**src/rtl/serial_frame_transmitter_if.sv**
```systemverilog
// Parallel-load / serial-out bundle between a word producer and the
// serial frame transmitter. The producer side is the master.
interface serial_frame_transmitter_if #(
   parameter int WIDTH = 4
);
   logic             load_valid;
   logic             load_ready;
   logic [WIDTH-1:0] data_in;
   logic             shift_dir;
   logic             shift_en;
   logic             data_out_serial;
   logic             serial_valid;
   logic             frame_last;
   logic             busy;
   logic [7:0]       frames_sent;

   modport master (
      output load_valid, data_in, shift_dir, shift_en,
      input  load_ready, data_out_serial, serial_valid, frame_last, busy, frames_sent
   );

   modport slave (
      input  load_valid, data_in, shift_dir, shift_en,
      output load_ready, data_out_serial, serial_valid, frame_last, busy, frames_sent
   );
endinterface

```
**src/rtl/serial_frame_transmitter.sv**
```systemverilog
// Serial frame transmitter: accepts a WIDTH-bit word on a valid/ready
// handshake and shifts it out one bit per shift_en tick, LSB or MSB first,
// followed by GAP_BITS ticks of idle level.
module serial_frame_transmitter #(
   parameter int   WIDTH      = 4,
   parameter int   GAP_BITS   = 1,
   parameter logic IDLE_LEVEL = 1'b0
) (
   input logic                      clock,
   input logic                      reset,
   serial_frame_transmitter_if.slave bus
);

   localparam logic [1:0] S_IDLE  = 2'd0;
   localparam logic [1:0] S_SHIFT = 2'd1;
   localparam logic [1:0] S_GAP   = 2'd2;

   localparam int CW = $clog2(WIDTH);
   localparam int GW = (GAP_BITS > 1) ? $clog2(GAP_BITS) : 1;

   logic [1:0]       state_q,   state_d;
   logic [WIDTH-1:0] sreg_q,    sreg_d;
   logic             dir_q,     dir_d;
   logic [CW-1:0]    bit_cnt_q, bit_cnt_d;
   logic [GW-1:0]    gap_cnt_q, gap_cnt_d;
   logic [7:0]       frames_q,  frames_d;

   logic in_shift;
   logic bit_take;
   logic bit_last;

   // A bit is consumed on any SHIFT cycle with a tick; the final one closes the frame.
   assign in_shift = (state_q == S_SHIFT);
   assign bit_take = in_shift & bus.shift_en;
   assign bit_last = bit_take & (bit_cnt_q == CW'(WIDTH - 1));

   // The serial line shows the outgoing end of the shift register for the captured direction.
   assign bus.data_out_serial = in_shift ? (dir_q ? sreg_q[0] : sreg_q[WIDTH-1]) : IDLE_LEVEL;
   assign bus.serial_valid    = bit_take;
   assign bus.frame_last      = bit_last;
   assign bus.load_ready      = (state_q == S_IDLE);
   assign bus.busy            = (state_q != S_IDLE);
   assign bus.frames_sent     = frames_q;

   // Next-state logic for the frame sequencer, shift register and counters.
   always_comb begin
      state_d   = state_q;
      sreg_d    = sreg_q;
      dir_d     = dir_q;
      bit_cnt_d = bit_cnt_q;
      gap_cnt_d = gap_cnt_q;
      frames_d  = frames_q;
      case (state_q)
         S_IDLE: begin
            if (bus.load_valid) begin
               sreg_d    = bus.data_in;
               dir_d     = bus.shift_dir;
               bit_cnt_d = '0;
               state_d   = S_SHIFT;
            end
         end
         S_SHIFT: begin
            if (bit_take) begin
               sreg_d    = dir_q ? {1'b0, sreg_q[WIDTH-1:1]} : {sreg_q[WIDTH-2:0], 1'b0};
               bit_cnt_d = bit_cnt_q + CW'(1);
               if (bit_last) begin
                  frames_d  = frames_q + 8'd1;
                  bit_cnt_d = '0;
                  gap_cnt_d = '0;
                  state_d   = (GAP_BITS > 0) ? S_GAP : S_IDLE;
               end
            end
         end
         S_GAP: begin
            if (bus.shift_en) begin
               if (gap_cnt_q == GW'(GAP_BITS - 1)) begin
                  state_d = S_IDLE;
               end else begin
                  gap_cnt_d = gap_cnt_q + GW'(1);
               end
            end
         end
         default: state_d = S_IDLE;
      endcase
   end

   // State registers; reset aborts any frame in flight without counting it.
   always_ff @(posedge clock or negedge reset) begin
      if (!reset) begin
         state_q   <= S_IDLE;
         sreg_q    <= '0;
         dir_q     <= 1'b0;
         bit_cnt_q <= '0;
         gap_cnt_q <= '0;
         frames_q  <= 8'd0;
      end else begin
         state_q   <= state_d;
         sreg_q    <= sreg_d;
         dir_q     <= dir_d;
         bit_cnt_q <= bit_cnt_d;
         gap_cnt_q <= gap_cnt_d;
         frames_q  <= frames_d;
      end
   end

endmodule

```
**src/flat_wrapper.sv**
```systemverilog
// flat-port wrapper written by rule: the top's interface ports become plain ports
module serial_frame_transmitter_flat 
#(
   parameter int   WIDTH      = 4,
   parameter int   GAP_BITS   = 1,
   parameter logic IDLE_LEVEL = 1'b0
)
  (clock, reset, bus_load_valid, bus_data_in, bus_shift_dir, bus_shift_en, bus_load_ready, bus_data_out_serial, bus_serial_valid, bus_frame_last, bus_busy, bus_frames_sent);
  serial_frame_transmitter_if #(.WIDTH(WIDTH)) bus_i ();
  input logic clock;
  input logic reset;
  input wire logic [$bits(bus_i.load_valid)-1:0] bus_load_valid;
  input wire logic [$bits(bus_i.data_in)-1:0] bus_data_in;
  input wire logic [$bits(bus_i.shift_dir)-1:0] bus_shift_dir;
  input wire logic [$bits(bus_i.shift_en)-1:0] bus_shift_en;
  output wire logic [$bits(bus_i.load_ready)-1:0] bus_load_ready;
  output wire logic [$bits(bus_i.data_out_serial)-1:0] bus_data_out_serial;
  output wire logic [$bits(bus_i.serial_valid)-1:0] bus_serial_valid;
  output wire logic [$bits(bus_i.frame_last)-1:0] bus_frame_last;
  output wire logic [$bits(bus_i.busy)-1:0] bus_busy;
  output wire logic [$bits(bus_i.frames_sent)-1:0] bus_frames_sent;
  assign bus_i.load_valid = bus_load_valid;
  assign bus_i.data_in = bus_data_in;
  assign bus_i.shift_dir = bus_shift_dir;
  assign bus_i.shift_en = bus_shift_en;
  assign bus_load_ready = bus_i.load_ready;
  assign bus_data_out_serial = bus_i.data_out_serial;
  assign bus_serial_valid = bus_i.serial_valid;
  assign bus_frame_last = bus_i.frame_last;
  assign bus_busy = bus_i.busy;
  assign bus_frames_sent = bus_i.frames_sent;
  serial_frame_transmitter #(.WIDTH(WIDTH), .GAP_BITS(GAP_BITS), .IDLE_LEVEL(IDLE_LEVEL)) u_core (.clock(clock), .reset(reset), .bus(bus_i));
endmodule
```
**config.mk**
```make
export PLATFORM = sky130hd
export DESIGN_NAME = serial_frame_transmitter_flat
export DESIGN_NICKNAME = d
export VERILOG_FILES = /design/src/rtl/serial_frame_transmitter_if.sv /design/src/rtl/serial_frame_transmitter.sv /design/src/flat_wrapper.sv
export SDC_FILE = /design/constraint.sdc
export NUM_CORES = 1
export LEC_CHECK = 0
export CORE_MARGIN = 3
export CORE_UTILIZATION = 42
export CTS_CLUSTER_SIZE = 8
export DETAILED_ROUTE_END_ITERATION = 7
export HOLD_SLACK_MARGIN = 0.06
export PLACE_DENSITY_LB_ADDON = 0.25
export SYNTH_ARGS = -nofsm -noshare
export SYNTH_HDL_FRONTEND = slang
export SYNTH_SLANG_ARGS = --single-unit
export TNS_END_PERCENT = 50
```
**constraint.sdc**
```tcl
create_clock -name clock -period 1.2 [get_ports clock]
set_input_delay 0.12 -clock clock [delete_from_list [all_inputs] [get_ports clock]]
set_output_delay 0.12 -clock clock [all_outputs]
set_load 0.02 [all_outputs]
```
==> results of run 1 <==
-- per-layer routing --
metal | up-vias | wire [µm]
met5 | - | 0
met3 | 2 | 68
met1 | 354 | 902
met4 | 0 | 17
li1 | 355 | -
met2 | 12 | 1060
-- worst max-delay path: cells and delay by family, from the launching register on --
family / cells / cell delay [ns]
simple gates: 1 / 0.19
flops: 1 / 0.45
mux: 2 / 0.51
buf+inv: 1 / 0.14
-- synthesized netlist by cell type --
cell type,n,area [µm²]
dfrtp_1,17,425
nand2_1,6,22.5
xnor2_1,6,52.6
nor2_1,5,18.8
inv_1,4,15.0
mux2_1,4,45.0
mux2i_1,4,40.0
a21oi_1,3,15.0
and3_1,3,18.8
nand4_1,3,18.8
buf_4,2,15.0
ha_1,2,25.0
mux2_2,2,22.5
o21ai_0,2,10.0
a211oi_1,1,7.51
a311oi_1,1,8.76
a31o_2,1,8.76
and4b_1,1,10.0
and4bb_2,1,12.5
buf_2,1,5.00
buf_6,1,11.3
mux2i_2,1,13.8
nand4b_1,1,8.76
nor2_2,1,6.26
nor2_4,1,11.3
o31ai_1,1,7.51
or2b_4,1,11.3
xor2_1,1,8.76
-- per-stage QoR --
step	setup slack [ns]	cell area [µm²]	hold WS (ns)
after floorplan	-0.0791	890	-0.176
after global placement	-0.394	1250	0.461
after detailed placement	-0.401	1250	0.465
after CTS	-0.212	1300	0.141
after global routing	-0.260	1330	0.142
final	-0.206	1330	0.150
-- path summary, 6_finish.rpt --
| check | depth (start not counted) | slack, ns | startpoint | endpoint |
|---|---|---|---|---|
| setup / recovery | 4 | -0.21 | u_core.state_q[0] | u_core.sreg_q[2] |
| hold / removal | 2 | 0.15 | reset | u_core.sreg_q[3] |
| min in group clock | 2 | 0.46 | bus_shift_dir | u_core.dir_q |
| hold reg to reg | 1 | 0.48 | u_core.bus.frames_sent[7] | u_core.bus.frames_sent[7] |
| max in group asynchronous | 2 | 0.84 | reset | u_core.state_q[0] |
| setup reg to reg | 4 | -0.21 | u_core.state_q[0] | u_core.sreg_q[2] |
-- cell families after synthesis --
| family | count (synthesis) | share of synthesized area [%] |
|---|---|---|
| AO/OA/AOI/OAI | 9 | 6.57 |
| XOR/XNOR | 7 | 7.00 |
| adder cells (fa/ha/maj) | 2 | 2.86 |
| buffers and inverters | 8 | 5.28 |
| flip-flops | 17 | 48.6 |
| multiplexers | 11 | 13.9 |
| AND/OR/NAND/NOR | 23 | 15.9 |
-- layout make-up --
cell class | instances | area share [%]
clock buffers | 3 | 1.69
clock inverters | 1 | 0.375
inverters | 4 | 1.13
multi-input cells | 52 | 34.4
flip-flops and latches | 17 | 32.0
well taps | 25 | 2.35
repair buffers | 42 | 28.0
-- sequential cells by signal (all words and copies together) (netlist names) --
name                    count
u_core.sreg_q               4
u_core.bus.frames_sent      8
u_core.bit_cnt_q            2
u_core.state_q              2
u_core.dir_q                1
-- what timing repair did --
item,4_1_cts,5_1_grt
gates resized for setup,47,16
endpoints found under the hold margin,0,0
pin swaps,5,4
endpoints found under the setup margin,27,25
setup buffers,1,0
-- power by group through the flow --
stage / logic [mW] / registers, mW / clock network (mW)
3_5_place_dp: 1.37 / 0.913 / 0
4_1_cts: 1.42 / 0.903 / 0.331
3_3_place_gp: 1.34 / 0.898 / 0
6_report: 1.56 / 0.916 / 0.305
2_1_floorplan: 0.749 / 0.947 / 0
5_1_grt: 1.69 / 0.947 / 0.359
==> metrics, run 1 <==
Initial Util 47.6%; power per cell area ~2100 mW/mm²; DRT iter0 DRCs 0; RSZ-0062 raised after global routing yes; VDD IR max approximately 0.0012 V; final core utilization between 70% and 80%; max-cap viol count 0; global-route wire length before repair 3380 µm; Post-DRT Antenna Nets 0; met2 usage in global routing slightly below 30%; crit path launch type flip-flop; # IOs 22; Synth Cell Area ~880 µm²; worst-path cell chain buf_6, mux2i_4, nor2_4, mux2_4; CP Capture Type flip-flop; crit path DAT around 1.6 ns; Filler cells roughly 140; post-detail-place hpwl between 1000 and 1500 µm; CTS H-tree depth 1; Setup WS post-layout -0.206 ns; Internal roughly 1.8 mW; Syn. warnings 0; fin nets about 130; Skew-Pair Late Insertion Delay around 0.29 ns; met3 track demand over resource between 2 and 3%; die height 51.7 µm; share of cells above drive strength 1 a little over two fifths; routed wire length slightly above 2000 µm; DRC viols 0; Comb pwr share between 50% and 60%; Clock Power Share between 10% and 20%; drt via density between 5 and 6; RePlAce Congestion about 0.8; hold_buf cts 0; Wirelength per Cell ~14 µm; PortBufs 21; commonest non-fill, non-tap cells in the layout buf_4, dfrtp_1, buf_6; Mean Syn Cell Area 11.4 µm²; Tot Pwr around 2.8 mW; clk buf depth 2; Core Region between 0.0015 and 0.002 mm²; commonest non-fill, non-tap cell in the layout buf_4; number of buffers created by CTS 3; worst hold path class in -> async; synthesized flop and latch total 17; Sw Ratio 36.7%; via count between 700 and 800; multi-input combinational cell area ~460 µm²; largest net degree at the start of global routing 18; share of power burned in registers about 33%; sequential share of the synthesized area 48.6%; Worst Path Max Fanout 4; Cells after Synth a little under 80; initial antenna violation count 0; global route overflow 0; Slew Limit Fails 0; Period minus WS final 1.41 ns; setup TNS -2.26 ns; Worst path max stage delay around 0.45 ns; kind of critical path reg -> reg; met1 Resource Use GR between 20% and 30%; final clock skew approximately 0.007 ns; DIE AREA between 0.002 and 0.003 mm²; Layout area overhead 52.3%; Crit-path slowest cell dfrtp_2; distinct cell type count after synthesis 28; Max-slew headroom between 80% and 90%; Net Switching 1.02 mW; failing checks setup timing; Sequential cell area ~430 µm²; Leak between 0.6 and 0.7 nW; # diodes 0; Finished Layout Cells roughly 140; slew at the pin closest to its max-slew limit 0.253 ns; final setup fails 21; WP data required approximately 1.4 ns; TritonRoute pass-1 iters 1; Worst-path clk slew ~0.10 ns; Die Width approximately 52 µm; CTS Root Cell clkbuf_4; Syn Nets roughly 90; placement row count 15; Final Cycle Share 117%; Final Hold Viols 0; GRT Overall Usage between 15 and 20%; dpl cells 139; CTS sink count 17; vias in the first global route approximately 750; gr busiest metal met2; Max Freq around 710 MHz; CTS tree yes; status finished with violations
Note: power is estimated with default switching activity, not from simulation.
==> run 2, diff against run 1 <==
Settings changed: CAP_MARGIN from default to 20, CORE_UTILIZATION 42 to 40.
==> run 2 against run 1 <==
Against the previous run:
- the run still ends with setup timing left
- via count rose by 8.9%
- first-iteration DRC count rose by 9
- cell area increased by 8.3%
- non-clock buffer count rose by 9
- sequential share of layout area decreased by 2.5 points
- core utilization is 1.1 points lower
==> metrics, run 2 (synthesis gave the netlist of run 1 again) <==
die height between 50 and 60 µm; Worst-path clk slew 0.10 ns; Sequential cell area ~430 µm²; Worst Path Max Fanout 3; GRT Overall Usage 18.5%; # diodes 0; largest net degree at the start of global routing 18; drt via density around 5; routed wire length between 2000 and 2500 µm; DIE AREA between 0.002 and 0.003 mm²; kind of critical path reg -> out; commonest non-fill, non-tap cell in the layout buf_4; DRT iter0 DRCs 9; Tot Pwr 3.02 mW; Wirelength per Cell 15.9 µm; share of cells above drive strength 1 50.8%; Placed Area 0.00123 mm²; Max Freq around 720 MHz; PortBufs 21; fin nets 140; failing checks setup timing; worst hold path class in -> async; status finished with violations; TritonRoute pass-1 iters 4; final clock skew 0.00173 ns; CTS Root Cell clkbuf_4; Final Hold Viols 0; slew at the pin closest to its max-slew limit approximately 0.28 ns; max-cap viol count 0; clk buf depth 2; number of buffers created by CTS 3; Filler cells between 100 and 150; power per cell area roughly 2100 mW/mm²; Setup WS post-layout -0.191 ns; Skew-Pair Late Insertion Delay approximately 0.29 ns; CTS tree yes; Slew Limit Fails 0; Post-DRT Antenna Nets 0; final instance area around 0.0014 mm²; Die Width 52.8 µm; crit path launch type flip-flop; RePlAce Congestion approximately 0.77; Leak 0.731 nW; global-route wire length before repair between 3000 and 4000 µm; placement row count 16; WP data required ~1.1 ns; # IOs 22; Layout area overhead 64.9%; commonest non-fill, non-tap cells in the layout buf_4, dfrtp_1, buf_6; RSZ-0062 raised after global routing yes; Core Region between 0.002 and 0.0025 mm²; via count 787; VDD IR max approximately 0.0013 V; final setup fails 21; CTS sink count 17; DRC viols 0; Initial Util a little over two fifths; CP Capture Type primary output; vias in the first global route between 800 and 900; Largest register FFs 8; post-detail-place hpwl 1430 µm; Max-slew headroom about four fifths; CTS H-tree depth 1; dpl cells 139; crit path DAT 1.27 ns; Finished Layout Cells ~160; Period minus WS final approximately 1.4 ns; global route overflow 0; setup TNS -2.66 ns; Final Cycle Share 116%; initial antenna violation count 0; multi-input combinational cell area slightly below 500 µm²
run 2: changes by cell type in the layout (fill, tap and decap cells not counted), moves of 2 or more:
cell,previous run,this run
nand2_1,6,3
nand2_2,0,2
buf_6,9,14
buf_4,17,21
run 2: layout make-up:
class | instances | share of cell area, %
Sequential cell | 17 | 29.5
Multi-Input combinational cell | 52 | 33.7
Clock inverter | 1 | 0.347
Timing Repair Buffer | 51 | 31.5
Tap cell | 27 | 2.34
Inverter | 4 | 1.04
Clock buffer | 3 | 1.56
run 2: critical path, stage by stage, from the launching register on:
cell	delay, ns
dfrtp_1	0.43
buf_6	0.14
and4b_2	0.27
buf_6	0.14
run 2: worst paths after layout:
check,startpoint,end,slack [ns],depth (start not counted)
setup / recovery,u_core.state_q[0],bus_frame_last,-0.19,3
hold / removal,reset,u_core.bus.frames_sent[6],0.14,2
setup reg to reg,u_core.state_q[1],u_core.sreg_q[0],-0.19,4
hold reg to reg,u_core.bus.frames_sent[7],u_core.bus.frames_sent[7],0.48,1
max in group asynchronous,reset,u_core.bit_cnt_q[1],0.88,2
min in group clock,bus_shift_dir,u_core.dir_q,0.46,2
run 2: repair_timing:
item,in CTS,in global routing
pin swaps,6,5
hold endpoints to repair,0,0
endpoints found under the setup margin,26,26
gates cloned,0,1
setup buffers,7,4
resized for setup,48,27
hold buffers,0,0
run 2: power by group:
group	internal, mW	switching, mW
Combinational	1.01	0.779
Clock	0.124	0.188
Sequential	0.758	0.160
run 2: metal layers:
layer | vias to the layer above | share of wire [%] | global-route usage [%]
li1 | 371 | - | -
met1 | 403 | 44 | 23.4
met2 | 13 | 53 | 31.8
met3 | 0 | 3.6 | 2.56
met4 | 0 | 0 | 6.38
met5 | - | 0 | 0
run 2: metrics by stage:
stage                     utilization [%]  setup WS, ns  hold slack (ns)
after detailed placement             61.0        -0.470            0.465
after floorplan                         -       -0.0791           -0.176
final                                71.4        -0.191            0.138
after global routing                 71.4        -0.230            0.137
after global placement               61.0        -0.447            0.459
after CTS                            66.4        -0.191            0.141
